## src/rtl/surf_wb_pkg.sv

```systemverilog
// Shared types and helpers for the SURF WISHBONE interconnect.
// Arbiter state and round-robin grant selection.
package surf_wb_pkg;

  typedef enum logic {
    IDLE,
    BUSY
  } arb_state_e;

  localparam int SLOT_ID     = 0;
  localparam int MAX_MASTERS = 8;

  function automatic logic [2:0] rr_next(
    input logic [7:0] req,
    input logic [2:0] ptr,
    input int         n
  );
    logic [2:0] g;
    logic       hit;
    int         idx;
    g   = ptr;
    hit = 1'b0;
    for (int i = 0; i < MAX_MASTERS; i++) begin
      idx = (int'(ptr) + i) % n;
      if (i < n && !hit && req[idx]) begin
        g   = 3'(idx);
        hit = 1'b1;
      end
    end
    return g;
  endfunction

endpackage

```

## src/rtl/surf_wb_intercon_if.sv

```systemverilog
// Bus bundle for the SURF WISHBONE interconnect.
// Master side, shared slave side and per-slave responses.
interface surf_wb_intercon_if #(
  parameter int NUM_MASTERS = 2,
  parameter int NUM_SLAVES  = 3,
  parameter int ADDR_W      = 22,
  parameter int DATA_W      = 32
);

  logic [NUM_MASTERS-1:0]          m_cyc_i;
  logic [NUM_MASTERS-1:0]          m_stb_i;
  logic [NUM_MASTERS-1:0]          m_we_i;
  logic [NUM_MASTERS*ADDR_W-1:0]   m_adr_i;
  logic [NUM_MASTERS*DATA_W-1:0]   m_dat_i;
  logic [NUM_MASTERS*DATA_W/8-1:0] m_sel_i;
  logic [NUM_MASTERS-1:0]          m_ack_o;
  logic [NUM_MASTERS-1:0]          m_err_o;
  logic [DATA_W-1:0]               m_dat_o;

  logic [NUM_SLAVES-1:0]           s_cyc_o;
  logic [NUM_SLAVES-1:0]           s_stb_o;
  logic                            s_we_o;
  logic [ADDR_W-1:0]               s_adr_o;
  logic [DATA_W-1:0]               s_dat_o;
  logic [DATA_W/8-1:0]             s_sel_o;
  logic [NUM_SLAVES-1:0]           s_ack_i;
  logic [NUM_SLAVES-1:0]           s_err_i;
  logic [NUM_SLAVES*DATA_W-1:0]    s_dat_i;

  modport intercon (
    input  m_cyc_i, m_stb_i, m_we_i,
    input  m_adr_i, m_dat_i, m_sel_i,
    output m_ack_o, m_err_o, m_dat_o,
    output s_cyc_o, s_stb_o, s_we_o,
    output s_adr_o, s_dat_o, s_sel_o,
    input  s_ack_i, s_err_i, s_dat_i
  );

  modport master (
    output m_cyc_i, m_stb_i, m_we_i,
    output m_adr_i, m_dat_i, m_sel_i,
    input  m_ack_o, m_err_o, m_dat_o
  );

  modport slave (
    input  s_cyc_o, s_stb_o, s_we_o,
    input  s_adr_o, s_dat_o, s_sel_o,
    output s_ack_i, s_err_i, s_dat_i
  );

endinterface

```

## src/rtl/surf_wb_rr_arb.sv

```systemverilog
// Round-robin bus arbiter, no preemption.
// Grant is held until the owner drops its request.
module surf_wb_rr_arb
  import surf_wb_pkg::*;
#(
  parameter  int NUM_MASTERS = 2,
  localparam int IW = (NUM_MASTERS > 1) ? $clog2(NUM_MASTERS) : 1
) (
  input  logic                   clk,
  input  logic                   rst_n,
  input  logic [NUM_MASTERS-1:0] req,
  output logic [NUM_MASTERS-1:0] gnt_oh,
  output logic [IW-1:0]          gnt_idx,
  output logic                   busy
);

  arb_state_e    state;
  logic [IW-1:0] rr_ptr;
  logic [IW-1:0] nxt;
  logic [7:0]    req8;

  always_comb begin
    req8 = '0;
    req8[NUM_MASTERS-1:0] = req;
    nxt = IW'(rr_next(req8, 3'(rr_ptr), NUM_MASTERS));
  end

  assign busy = (state == BUSY);

  always_ff @(posedge clk or negedge rst_n) begin
    if (!rst_n) begin
      state   <= IDLE;
      gnt_idx <= '0;
      gnt_oh  <= '0;
      rr_ptr  <= '0;
    end else begin
      unique case (state)
        IDLE: begin
          if (|req) begin
            state   <= BUSY;
            gnt_idx <= nxt;
            gnt_oh  <= NUM_MASTERS'(1) << nxt;
          end
        end
        BUSY: begin
          if (!req[gnt_idx]) begin
            state  <= IDLE;
            gnt_oh <= '0;
            rr_ptr <= (gnt_idx == IW'(NUM_MASTERS - 1))
                      ? '0 : gnt_idx + 1'b1;
          end
        end
      endcase
    end
  end

endmodule

```

## src/rtl/surf_wb_intercon.sv

```systemverilog
// SURF register-space WISHBONE interconnect: N masters, decoded
// slaves, built-in ID slave and stuck-slave timeout.
module surf_wb_intercon
  import surf_wb_pkg::*;
#(
  parameter int          NUM_MASTERS = 2,
  parameter int          NUM_SLAVES  = 3,
  parameter int          ADDR_W      = 22,
  parameter int          DATA_W      = 32,
  parameter int          DECODE_BITS = 2,
  parameter int          TIMEOUT     = 255,
  parameter logic [31:0] IDENT       = "SURF",
  parameter logic [31:0] DATEVERSION = 32'h0
) (
  input  logic                wb_clk_i,
  input  logic                wb_rst_ni,
  surf_wb_intercon_if.intercon bus
);

  localparam int IW   = (NUM_MASTERS > 1) ? $clog2(NUM_MASTERS) : 1;
  localparam int SELW = DATA_W / 8;

  logic [NUM_MASTERS-1:0] gnt_oh;
  logic [IW-1:0]          gnt;
  logic                   busy;

  surf_wb_rr_arb #(
    .NUM_MASTERS(NUM_MASTERS)
  ) u_arb (
    .clk    (wb_clk_i),
    .rst_n  (wb_rst_ni),
    .req    (bus.m_cyc_i),
    .gnt_oh (gnt_oh),
    .gnt_idx(gnt),
    .busy   (busy)
  );

  logic                   g_cyc;
  logic                   g_stb;
  logic [ADDR_W-1:0]      g_adr;
  logic [DECODE_BITS-1:0] slot;
  logic [DECODE_BITS-1:0] word;
  logic                   is_id;
  logic                   is_ext;

  always_comb begin
    g_cyc  = busy & bus.m_cyc_i[gnt];
    g_stb  = g_cyc & bus.m_stb_i[gnt];
    g_adr  = bus.m_adr_i[int'(gnt)*ADDR_W +: ADDR_W];
    slot   = g_adr[ADDR_W-1 -: DECODE_BITS];
    word   = g_adr[DECODE_BITS+1:2];
    is_id  = (int'(slot) == SLOT_ID);
    is_ext = !is_id && (int'(slot) <= NUM_SLAVES);
  end

  assign bus.s_we_o  = bus.m_we_i[gnt];
  assign bus.s_adr_o = g_adr;
  assign bus.s_dat_o = bus.m_dat_i[int'(gnt)*DATA_W +: DATA_W];
  assign bus.s_sel_o = bus.m_sel_i[int'(gnt)*SELW +: SELW];

  logic              ext_ack;
  logic              ext_err;
  logic [DATA_W-1:0] ext_dat;

  always_comb begin
    bus.s_cyc_o = '0;
    bus.s_stb_o = '0;
    ext_ack     = 1'b0;
    ext_err     = 1'b0;
    ext_dat     = '0;
    for (int k = 0; k < NUM_SLAVES; k++) begin
      if (is_ext && int'(slot) == k + 1) begin
        bus.s_cyc_o[k] = g_cyc;
        bus.s_stb_o[k] = g_stb;
        ext_ack        = bus.s_ack_i[k];
        ext_err        = bus.s_err_i[k];
        ext_dat        = bus.s_dat_i[k*DATA_W +: DATA_W];
      end
    end
  end

  logic [DATA_W-1:0] id_dat;

  always_comb begin
    id_dat = '0;
    unique case (1'b1)
      (word == '0):               id_dat = DATA_W'(IDENT);
      (word == DECODE_BITS'(1)):  id_dat = DATA_W'(DATEVERSION);
      default:                    id_dat = '0;
    endcase
  end

  logic              loc_ack_q;
  logic              loc_err_q;
  logic              to_err_q;
  logic [DATA_W-1:0] id_dat_q;
  logic [15:0]       to_cnt;
  logic              loc_req;
  logic              resp;
  logic              ack;
  logic              err;

  // Local responses drop for a cycle after each beat even with stb held.
  assign loc_req = g_stb && !is_ext && !(loc_ack_q || loc_err_q);
  assign resp    = ext_ack | ext_err | loc_ack_q | loc_err_q;

  always_ff @(posedge wb_clk_i or negedge wb_rst_ni) begin
    if (!wb_rst_ni) begin
      loc_ack_q <= 1'b0;
      loc_err_q <= 1'b0;
      to_err_q  <= 1'b0;
      id_dat_q  <= '0;
      to_cnt    <= '0;
    end else begin
      loc_ack_q <= loc_req && is_id;
      loc_err_q <= loc_req && !is_id;
      id_dat_q  <= id_dat;
      if (!g_stb || resp) begin
        to_cnt   <= '0;
        to_err_q <= 1'b0;
      end else if (to_cnt == 16'(TIMEOUT - 1)) begin
        to_cnt   <= '0;
        to_err_q <= 1'b1;
      end else begin
        to_cnt   <= to_cnt + 16'd1;
        to_err_q <= 1'b0;
      end
    end
  end

  // A real ack beats a coincident timeout.
  assign ack = g_cyc & (is_ext ? ext_ack : loc_ack_q);
  assign err = g_cyc & ~ack & (ext_err | loc_err_q | to_err_q);

  assign bus.m_ack_o = ack ? gnt_oh : '0;
  assign bus.m_err_o = err ? gnt_oh : '0;
  assign bus.m_dat_o = !busy  ? '0       :
                       is_id  ? id_dat_q :
                       is_ext ? ext_dat  : '0;

endmodule

```

## src/flat_wrapper.sv

```systemverilog
// flat-port wrapper written by rule: the top's interface ports become plain ports
module surf_wb_intercon_flat import surf_wb_pkg::*;
#(
  parameter int          NUM_MASTERS = 2,
  parameter int          NUM_SLAVES  = 3,
  parameter int          ADDR_W      = 22,
  parameter int          DATA_W      = 32,
  parameter int          DECODE_BITS = 2,
  parameter int          TIMEOUT     = 255,
  parameter logic [31:0] IDENT       = "    ",
  parameter logic [31:0] DATEVERSION = 32'h0
)
  (wb_clk_i, wb_rst_ni, bus_m_cyc_i, bus_m_stb_i, bus_m_we_i, bus_m_adr_i, bus_m_dat_i, bus_m_sel_i, bus_m_ack_o, bus_m_err_o, bus_m_dat_o, bus_s_cyc_o, bus_s_stb_o, bus_s_we_o, bus_s_adr_o, bus_s_dat_o, bus_s_sel_o, bus_s_ack_i, bus_s_err_i, bus_s_dat_i);
  surf_wb_intercon_if #(.NUM_MASTERS(NUM_MASTERS), .NUM_SLAVES(NUM_SLAVES), .ADDR_W(ADDR_W), .DATA_W(DATA_W)) bus_i ();
  input  logic wb_clk_i;
  input  logic wb_rst_ni;
  input wire logic [$bits(bus_i.m_cyc_i)-1:0] bus_m_cyc_i;
  input wire logic [$bits(bus_i.m_stb_i)-1:0] bus_m_stb_i;
  input wire logic [$bits(bus_i.m_we_i)-1:0] bus_m_we_i;
  input wire logic [$bits(bus_i.m_adr_i)-1:0] bus_m_adr_i;
  input wire logic [$bits(bus_i.m_dat_i)-1:0] bus_m_dat_i;
  input wire logic [$bits(bus_i.m_sel_i)-1:0] bus_m_sel_i;
  output wire logic [$bits(bus_i.m_ack_o)-1:0] bus_m_ack_o;
  output wire logic [$bits(bus_i.m_err_o)-1:0] bus_m_err_o;
  output wire logic [$bits(bus_i.m_dat_o)-1:0] bus_m_dat_o;
  output wire logic [$bits(bus_i.s_cyc_o)-1:0] bus_s_cyc_o;
  output wire logic [$bits(bus_i.s_stb_o)-1:0] bus_s_stb_o;
  output wire logic [$bits(bus_i.s_we_o)-1:0] bus_s_we_o;
  output wire logic [$bits(bus_i.s_adr_o)-1:0] bus_s_adr_o;
  output wire logic [$bits(bus_i.s_dat_o)-1:0] bus_s_dat_o;
  output wire logic [$bits(bus_i.s_sel_o)-1:0] bus_s_sel_o;
  input wire logic [$bits(bus_i.s_ack_i)-1:0] bus_s_ack_i;
  input wire logic [$bits(bus_i.s_err_i)-1:0] bus_s_err_i;
  input wire logic [$bits(bus_i.s_dat_i)-1:0] bus_s_dat_i;
  assign bus_i.m_cyc_i = bus_m_cyc_i;
  assign bus_i.m_stb_i = bus_m_stb_i;
  assign bus_i.m_we_i = bus_m_we_i;
  assign bus_i.m_adr_i = bus_m_adr_i;
  assign bus_i.m_dat_i = bus_m_dat_i;
  assign bus_i.m_sel_i = bus_m_sel_i;
  assign bus_m_ack_o = bus_i.m_ack_o;
  assign bus_m_err_o = bus_i.m_err_o;
  assign bus_m_dat_o = bus_i.m_dat_o;
  assign bus_s_cyc_o = bus_i.s_cyc_o;
  assign bus_s_stb_o = bus_i.s_stb_o;
  assign bus_s_we_o = bus_i.s_we_o;
  assign bus_s_adr_o = bus_i.s_adr_o;
  assign bus_s_dat_o = bus_i.s_dat_o;
  assign bus_s_sel_o = bus_i.s_sel_o;
  assign bus_i.s_ack_i = bus_s_ack_i;
  assign bus_i.s_err_i = bus_s_err_i;
  assign bus_i.s_dat_i = bus_s_dat_i;
  surf_wb_intercon #(.NUM_MASTERS(NUM_MASTERS), .NUM_SLAVES(NUM_SLAVES), .ADDR_W(ADDR_W), .DATA_W(DATA_W), .DECODE_BITS(DECODE_BITS), .TIMEOUT(TIMEOUT), .IDENT(IDENT), .DATEVERSION(DATEVERSION)) u_core (.wb_clk_i(wb_clk_i), .wb_rst_ni(wb_rst_ni), .bus(bus_i));
endmodule
```

## config.mk

```make
export PLATFORM = sky130hd
export DESIGN_NAME = surf_wb_intercon_flat
export DESIGN_NICKNAME = d
export VERILOG_FILES = /design/src/rtl/surf_wb_pkg.sv /design/src/rtl/surf_wb_intercon_if.sv /design/src/rtl/surf_wb_rr_arb.sv /design/src/rtl/surf_wb_intercon.sv /design/src/flat_wrapper.sv
export SDC_FILE = /design/constraint.sdc
export NUM_CORES = 1
export LEC_CHECK = 0
export ABC_AREA = 0
export CAP_MARGIN = 20
export CORE_AREA = 3 3 125 127
export CTS_CLUSTER_SIZE = 16
export DETAILED_ROUTE_END_ITERATION = 6
export DIE_AREA = 0 0 128 130
export HOLD_SLACK_MARGIN = 0.03
export PLACE_DENSITY_LB_ADDON = 0.25
export REMOVE_ABC_BUFFERS = 1
export SYNTH_ARGS = -nofsm -noshare
export SYNTH_HDL_FRONTEND = slang
export SYNTH_SLANG_ARGS = --single-unit
```

## constraint.sdc

```tcl
create_clock -name wb_clk_i -period 4.1 [get_ports wb_clk_i]
set_input_delay 0.82 -clock wb_clk_i [delete_from_list [all_inputs] [get_ports wb_clk_i]]
set_output_delay 0.82 -clock wb_clk_i [all_outputs]
set_load 0.01 [all_outputs]
```

After elaboration in Yosys (flattened, before gate mapping)
Cells that the tools add are included.
{"block": "word_totals", "regBits": 54, "inputBits": 226, "out_inout_bits": 101, "wordCells": 105}
{"block": "op_classes", "add_sub_neg": 3, "n_mul": 1, "n_lt_le_gt_ge": 3, "n_eq_ne": 6, "n_shift": 4, "mux": 45, "n_bitwise": 14, "reduce_logical": 20}
{"operator": "2-to-1 mux 32 bit", "n": 5}
{"operator": "variable part select 64 x 7 -> 32 bit", "n": 1}
{"operator": "variable part select 44 x 32 -> 22 bit", "n": 1}
{"operator": "2-to-1 mux 16 bit", "n": 2}
{"operator": "2-to-1 mux 1 bit", "n": 30}
{"operator": "2-to-1 mux 30 bit", "n": 1}
{"operator": "adder 16 x 1 -> 16 bit, second input constant", "n": 1}
{"operator": "== test 16 x 8 -> 1 bit, second input constant", "n": 1}
{"operator": "logical AND 1 bit", "n": 8}
{"operator": "2-to-1 mux 2 bit", "n": 4}
{"operator": "variable part select 8 x 4 -> 4 bit", "n": 1}
{"operator": "AND reduction 2 bit", "n": 3}
{"operator": "AND 1 bit", "n": 5}
{"operator": "less-than comparator 2 x 5 -> 1 bit, second input constant", "n": 1}
{"operator": "multiplier 1 x 4 -> 5 bit, second input constant", "n": 1}
{"operator": "bitwise OR 1 bit", "n": 5}
{"operator": "== test 2 bit, second input constant", "n": 2}
{"operator": "logical NOT 1 bit", "n": 4}
{"operator": "logical NOT 2 bit", "n": 2}
{"operator": "less-than comparator 1 x 4 -> 1 bit, second input constant", "n": 1}
{"operator": "inequality test 2 bit, second input constant", "n": 2}
{"operator": "one-hot mux 2 bit (2 select lines)", "n": 1}
{"operator": "NOT 1 bit", "n": 3}
{"operator": "adder 1 bit, second input constant", "n": 2}
{"operator": "other kinds (8)", "n": 9}

Depth between registers and ports, before layout
Gate-level depths: netlist (run 1).
{"block": "depth", "depth_word": 14, "ltp_mapped": 7, "depth_no_buf": 5}

Modules after synthesis
Synthesis (run 1) repeated with hierarchy kept, for this count alone.
{"block": "hier_totals", "cells_unflattened": 330, "area_unflattened_um2": 2964.1}
{"module": "surf_wb_intercon", "n_inst": 1, "cells_per_inst": 301, "area_each_um2": 2695.1, "seq_area_each_um2": 500.5}
{"module": "surf_wb_rr_arb", "n_inst": 1, "cells_per_inst": 29, "area_each_um2": 269.0, "seq_area_each_um2": 125.1}

Worst setup path before layout (run 1)
Ideal clock, no wire load.
{"block": "synth_timing", "path_type": "input to output", "start": "input bus_m_adr_i[20]", "end": "output bus_m_dat_o[10]", "arrival_ns": 1.907, "required_ns": 3.280, "slack_ns": 1.373, "cell_stages": 6, "n_path_buf": 1, "path_cell_list": "mux2i_4 -> inv_1 -> nor2_4 -> buf_4 -> nand2_1 -> a21oi_1"}
{"block": "synth_between", "elab_chain_len": 9, "elab_cells_between_ends": 14, "cone_classes": "eq/ne (3); shift (1); mux (5); reduce/logical (5)"}
{"element": "from (decl)", "line": "flat_wrapper.sv:20", "rtl": "input wire logic [$bits(bus_i.m_adr_i)-1:0] bus_m_adr_i;"}
{"element": "variable part select 44 x 32 -> 22 bit *", "line": "surf_wb_intercon.sv:49", "rtl": "g_adr = bus.m_adr_i[int'(gnt)*ADDR_W +: ADDR_W];"}
{"element": "logical NOT 2 bit", "line": "surf_wb_intercon.sv:52", "rtl": "is_id = (int'(slot) == SLOT_ID);"}
{"element": "logical NOT 1 bit", "line": "surf_wb_intercon.sv:53", "rtl": "is_ext = !is_id && (int'(slot) <= NUM_SLAVES);"}
{"element": "logical AND 1 bit", "line": "surf_wb_intercon.sv:72", "rtl": "if (is_ext && int'(slot) == k + 1) begin"}
{"element": "2-to-1 mux 32 bit (3 in a row)", "line": "surf_wb_intercon.sv:72"}
{"element": "2-to-1 mux 32 bit *", "line": "surf_wb_intercon.sv:138", "rtl": "is_id ? id_dat_q :"}
{"element": "2-to-1 mux 32 bit *", "line": "surf_wb_intercon.sv:137", "rtl": "assign bus.m_dat_o = !busy ? '0 :"}
{"element": "to (decl)", "line": "flat_wrapper.sv:25", "rtl": "output wire logic [$bits(bus_i.m_dat_o)-1:0] bus_m_dat_o;"}
Every way passes the cells marked *; elsewhere a longest branch is shown, timed or not.

Worst setup path in the final report (run 1)
{"block": "layout_timing", "start": "input bus_m_adr_i[20]", "end": "output bus_m_err_o[0]"}
{"block": "layout_between", "elab_chain_len": 13, "elab_cells_between_ends": 23, "cone_classes": "eq/ne (3); shift (1); mux (8); bitwise (6); reduce/logical (5)"}
{"element": "variable part select 44 x 32 -> 22 bit *", "line": "surf_wb_intercon.sv:49"}
{"element": "logical NOT 2 bit", "line": "surf_wb_intercon.sv:52"}
{"element": "logical NOT 1 bit", "line": "surf_wb_intercon.sv:53"}
{"element": "logical AND 1 bit", "line": "surf_wb_intercon.sv:72"}
{"element": "2-to-1 mux 1 bit (3 in a row)", "line": "surf_wb_intercon.sv:72"}
{"element": "2-to-1 mux 1 bit", "line": "surf_wb_intercon.sv:132", "rtl": "assign ack = g_cyc & (is_ext ? ext_ack : loc_ack_q);"}
{"element": "AND 1 bit", "line": "surf_wb_intercon.sv:132"}
{"element": "NOT 1 bit", "line": "surf_wb_intercon.sv:133", "rtl": "assign err = g_cyc & ~ack & (ext_err | loc_err_q | to_err_q);"}
{"element": "AND 1 bit", "line": "surf_wb_intercon.sv:133"}
{"element": "AND 1 bit *", "line": "surf_wb_intercon.sv:133"}
{"element": "2-to-1 mux 2 bit *", "line": "surf_wb_intercon.sv:136", "rtl": "assign bus.m_err_o = err ? gnt_oh : '0;"}
{"element": "to (decl)", "line": "flat_wrapper.sv:24", "rtl": "output wire logic [$bits(bus_i.m_err_o)-1:0] bus_m_err_o;"}
Marks and branches as above.

==> results.toml, run 1 <==
[layout]
diodes = 0
nets = 904
finalNonFillerCells = 859
final_util = 0.4493
area_growth_pct = 119.3
drive_gt1_frac = 0.1644
design_area_um2 = 6530

[clocking]
hold_buffers = 0
cts_root_buf = "clkbuf_16"
htreeDepth = 1
post_cts_buffers = 0
cts_tree = "done"
cts_resized = 0
clk_pin_slew_ns = 0.06
cts_inserted_buffers = 3
cts.sinks = 25
clkLatencyLatePin_ns = 0.25
clock_path_buffers = 2

[placed_design]
finalWeightedCongestion = 0.8617
port_buffers = 326
dp.cells = 855
placed_area_um2 = 6451
place_hpwl_um = 13800

[worst_setup_path]
r2r_cells = 3
r2r_start = "u_core.to_cnt[12]"
cp-start-kind = "input port"
max_stage_delay_ns = 0.57
reg2reg_to = "u_core.to_cnt[8]"
path_max_fanout = 6
cp_top_family = "buffers and inverters"
regToRegSetupSlack_ns = 1.92
crit_slowest_cell = "clkdlybuf4s50_1"
cp.buffers_inverters = 2
crit_path_cell_trace = "clkdlybuf4s50_1 > mux2i_4 > mux2i_1 > mux2i_1 > nor3_1 > clkdlybuf4s50_1"
worstSetupEndpointType = "output port"
crit_arrival_ns = 2.93
critPathKind = "in -> out"
critical_path_required_ns = 3.28

[synthesis]
synth_fa_ha_area_frac = 0.008403
ys_ff_latch = 25
ys.flop_type = "dfrtp_1"
ys_seq_area_frac = 0.2101
synth_top_area_cell = "mux2_2"
yosys_warnings = 0
synthXorXnorAreaFrac = 0.03235
synth_area_per_cell_um2 = 8.249
synth-edff-count = 0
ys_async_sr_fraction = 1.000
synth.area.mux_share = 0.3676
synth_top_family_by_area = "multiplexers"
netlist_area_um2 = 2978
synth_area_leaders = "mux2_2, dfrtp_1, nand2_1, a21oi_1, nor3_1"
synth_cell_types = 40
synth_top_area_frac = 0.3366
synth-compound-area-share = 0.1000
netlist_instances = 361
synth-simple-area-share = 0.2290

[detailed_routing]
wl_um = 16260
routedWlPerCell_um = 18.93
viasPerCell = 4.531
ant_nets = 0
drc = 0
vias = 3892
first_pass_iters = 4
drt_iter0_drc = 149

[die]
pin_count = 327
fp.coreArea_um2 = 14530
die_w_um = 128
initial_core_util = 0.2049
rows = 44
die-area_um2 = 16640
die_y_um = 130

[pwr]
p_per_area_nw_per_um2 = 334.0
power_switching_w = 0.0008027
intPower_w = 0.001379
pwr-share-clk = 0.097
pwr-share-seq = 0.140
ir_drop_uv = 152.1
p_comb_frac = 0.763
switching_share = 0.3680
leakagePower_nw = 2.465

[timing]
setup_viol = 0
hold_ws_ns = 0.5201
tightest_slew_ns = 1.036
hold_violations = 0
fmax_ghz = 0.2668
slew_violations = 0
fin_skew_ns = 0.004408
max-slew-margin-rel = 0.3053
grt_setup_unrepaired = "false"
finalCritPeriodShare = 0.9142
min_period_ns = 3.748

[outcome]
status = "completed"

[global_routing]
track_usage = 0.1803
grt_pass1_vias = 4053
grt_pass1_wl_um = 23250
grt_max_degree = 58
globalRouteOverflowTotal = 0
antenna_found_initial = 3

[min_path]
min_to = "u_core.to_cnt[0]"
hold_path_depth = 1
hold_path.class = "reg -> reg"
worstHoldStart = "u_core.to_cnt[0]"

[flow_run]
cap_violations = 0
-- power groups by stage --
stage / logic [W] / clock network [W] / registers (W)
6_report: 0.00166 / 0.000212 / 0.000306
4_1_cts: 0.00168 / 0.000219 / 0.000306
5_1_grt: 0.00178 / 0.000233 / 0.000311
3_5_place_dp: 0.00167 / 0 / 0.000311
2_1_floorplan: 0.000718 / 0 / 0.000357
3_3_place_gp: 0.00166 / 0 / 0.000309
-- worst reg2reg max path, delay by kind of cell, from the launching register on --
kind             cells  cell delay, ns
DFF                  1            0.43
and+or+nand+nor      3            1.58
-- placed cells by master (no fill, tap or decap), drive strengths merged --
cell / n
a211oi: 4
a21oi: 30
and2: 2
and3: 5
and3b: 1
and4: 2
buf: 9
clkbuf: 4
clkdlybuf4s50: 326
conb: 1
dfrtp: 25
ha: 2
inv: 5
mux2: 89
mux2i: 8
nand2: 70
nand2b: 2
nand3: 6
nand3b: 1
nand4: 7
nor2: 17
nor2b: 1
nor3: 22
nor3b: 1
nor4: 1
o2111ai: 1
o21a: 1
o21ai: 10
o22a: 1
o22ai: 5
or2: 1
or3: 3
or4: 1
xnor2: 4
xor2: 7
-- through the flow --
step | setup TNS (ns) | worst slack [ns] | power [W]
after floorplan | -70.29 | -1.450 | 0.001075
after global placement | 0 | 0.3937 | 0.001967
after detailed placement | 0 | 0.3428 | 0.001982
after CTS | 0 | 0.3244 | 0.002209
after global routing | 0 | 0.2291 | 0.002327
final | 0 | 0.3519 | 0.002181
-- cells by family (layout without fill, tap and decap cells) --
logic type | after synthesis | count (layout)
buffers and inverters | 30 | 344
AOI/OAI and AO/OA | 52 | 52
DFF | 25 | 25
adders and majority gates | 2 | 2
other | 1 | 1
muxes | 97 | 97
xor gates and xnor gates | 11 | 11
and+or+nand+nor | 143 | 143
-- layout make-up --
type / count / area [um2]
well taps: 184 / 230.2
fillers: 1401 / 8004
multi-input cells: 306 / 2212
clock buffers: 4 / 78.83
repair buffers: 335 / 3363
flip-flops and latches: 25 / 626.9
inverters: 5 / 18.77
-- registers in the layout, indices dropped and copies added, names as in the netlist --
signal	flops
u_core.u_arb.gnt_oh	2
u_core.loc_err_q	1
u_core.loc_ack_q	1
u_core.u_arb.gnt_idx	1
u_core.to_err_q	1
u_core.u_arb.busy	1
u_core.to_cnt	16
u_core.id_dat_q	1
u_core.u_arb.rr_ptr	1
-- Yosys cell counts (4+ instances only) --
| library cell | instances |
|---|---|
| nor3_1 | 21 |
| dfrtp_1 | 25 |
| buf_2 | 8 |
| nand3_1 | 6 |
| xor2_1 | 7 |
| nand2_1 | 70 |
| and3_1 | 5 |
| clkbuf_1 | 12 |
| o21ai_0 | 10 |
| nor2_1 | 16 |
| nand4_1 | 7 |
| a21oi_1 | 30 |
| inv_1 | 5 |
| mux2i_1 | 7 |
| o22ai_1 | 5 |
| mux2_2 | 89 |
| xnor2_1 | 4 |
-- per-layer routing --
layer / GRT usage / wire (um) / up-vias
met5: 0 / 34 / -
met2: 0.3167 / 7818 / 188
met3: 0.09374 / 2120 / 22
met4: 0.03246 / 310 / 6
li1: - / - / 1910
met1: 0.1968 / 5975 / 1766
-- how the worst max path moves through the flow --
stage	from	to	slack, ns	cells past startpoint
6_report	bus_m_adr_i[20]	bus_m_err_o[0]	0.35	6
5_1_grt	bus_m_adr_i[20]	bus_m_err_o[1]	0.23	6
4_1_cts	bus_m_adr_i[20]	bus_m_err_o[1]	0.32	6
3_5_place_dp	bus_m_adr_i[21]	bus_m_dat_o[21]	0.34	8
3_3_place_gp	bus_m_adr_i[21]	bus_m_dat_o[21]	0.39	8
2_1_floorplan	u_core.u_arb.gnt_idx	bus_m_err_o[0]	-1.45	3
(Power assumes the default switching activity.)
==> inputs of run 2 (changes only) <==
==> constraint.sdc (replaced) <==
create_clock -name wb_clk_i -period 3.88 [get_ports wb_clk_i]
set_input_delay 0.776 -clock wb_clk_i [delete_from_list [all_inputs] [get_ports wb_clk_i]]
set_output_delay 0.776 -clock wb_clk_i [all_outputs]
set_load 0.01 [all_outputs]
==> results.toml, run 2 (synthesis results as in run 1) <==
[detailed_routing]
routedWlPerCell_um = 18.95
viasPerCell = 4.551
vias = 3918
ant_nets = 0
first_pass_iters = 4
wl_um = 16310
drc = 0
drt_iter0_drc = 90

[timing]
fin_skew_ns = 0.001813
finalCritPeriodShare = 0.9503
slew_violations = 0
fmax_ghz = 0.2712
grt_setup_unrepaired = "false"
hold_violations = 0
max-slew-margin-rel = 0.3508
final.setup.worst_slack_ns = 0.1929
setup_viol = 0
min_period_ns = 3.687
tightest_slew_ns = 0.9685

[pwr]
pwr-share-clk = 0.097
p_comb_frac = 0.764
switching_share = 0.3686
ir_drop_uv = 205.4
pwr-share-seq = 0.139
intPower_w = 0.001469
leakagePower_nw = 2.480
power_switching_w = 0.0008574
p_per_area_nw_per_um2 = 354.4

[worst_setup_path]
cp-startpoint = "bus_m_adr_i[20]"
critical_path_required_ns = 3.10
crit_arrival_ns = 2.91
r2r_start = "u_core.u_arb.gnt_idx"
worstSetupEndpointType = "output port"
path_max_fanout = 6
cp-start-kind = "input port"
critPathKind = "in -> out"

[die]
rows = 44
die-area_um2 = 16640
pin_count = 327
fp.coreArea_um2 = 14530
initial_core_util = 0.2049
die_y_um = 130
die_w_um = 128

[layout]
layout_common_cells = "clkdlybuf4s50_1, mux2_2, nand2_1"
final_common_cell = "clkdlybuf4s50_1"
largest_reg_flops = 16
largest_registers = "u_core.to_cnt x16, u_core.u_arb.gnt_oh x2"
top_register = "u_core.to_cnt"
multi_input_area_um2 = 2212
seqCellArea_um2 = 626.9
n_fill_cell = 1418
drive_gt1_frac = 0.1657
area_growth_pct = 120.5
nets = 905
finalNonFillerCells = 861

[global_routing]
grt_pass1_wl_um = 24030
busiest_layer = "met2"
track_usage = 0.1849
grt_pass1_vias = 4162
antenna_found_initial = 4
globalRouteOverflowTotal = 0
grt_max_degree = 58
use_met3 = 0.08842
grt_util_met2 = 0.3315
use_met1 = 0.2059

[clocking]
cts_resized = 0
clkLatencyLatePin_ns = 0.26
htreeDepth = 1
post_cts_buffers = 0
cts_root_buf = "clkbuf_16"
cts.sinks = 25
cts_tree = "done"
cts_inserted_buffers = 3
hold_buffers = 0
clock_path_buffers = 2
clk_pin_slew_ns = 0.06

[outcome]
status = "completed"

[placed_design]
finalWeightedCongestion = 0.8769
place_hpwl_um = 14000
preCtsSetupSlack_ns = 0.1756
port_buffers = 326
dp.cells = 855

[flow_run]
cap_violations = 0

[min_path]
worstHoldStart = "u_core.to_cnt[0]"
hold_path.class = "reg -> reg"
## run 2: final timing paths
kind | end | depth (start not counted) | slack [ns]
hold reg to reg | u_core.to_cnt[0] | 1 | 0.52
min in group asynchronous | u_core.to_cnt[6] | 1 | 0.80
hold / removal | u_core.to_cnt[0] | 1 | 0.52
setup / recovery | bus_m_err_o[1] | 6 | 0.19
max in group asynchronous | u_core.u_arb.gnt_idx | 2 | 2.65
setup reg to reg | u_core.to_cnt[15] | 4 | 1.72
## run 2: layer usage
metal	up-vias	share of wire
met5	-	0.0035
met4	8	0.0091
met3	18	0.12
met2	175	0.49
met1	1799	0.37
li1	1918	-
## run 2: worst max-delay path, stage by stage
cell	delay, ns
clkdlybuf4s50_1	0.49
mux2i_4	0.28
mux2i_1	0.34
mux2i_1	0.22
nor3_1	0.23
clkdlybuf4s50_1	0.56
## run 2: power by group through the flow
stage,clock [W],combinational [W],sequential [W]
floorplan,0,0.000758,0.000377
global placement,0,0.00177,0.000326
detailed placement,0,0.00178,0.000329
CTS,0.000233,0.00179,0.000323
global route,0.000241,0.00191,0.000329
finish,0.000225,0.00178,0.000323
## run 2: final cells by class
| type | instances | share of cell area |
|---|---|---|
| repair buffers | 336 | 0.5172 |
| multi-input cells | 306 | 0.3370 |
| flip-flops and latches | 25 | 0.09548 |
| well taps | 184 | 0.03507 |
| clock buffers | 4 | 0.01201 |
| inverters | 5 | 0.002859 |
| diodes | 1 | 0.0003812 |
## run 2: through the flow
step	power (W)	util	setup TNS [ns]	instance area, um2	hold slack (ns)
6_report	0.002326	0.4517	0	6565	0.5216
5_1_grt	0.002483	0.4515	0	6563	0.5571
4_1_cts	0.002351	0.4496	0	6535	0.5264
3_5_place_dp	0.002110	0.4442	0	6456	0.5180
3_3_place_gp	0.002099	0.4442	0	6456	0.4981
2_1_floorplan	0.001136	-	-81.46	2844	0.4804
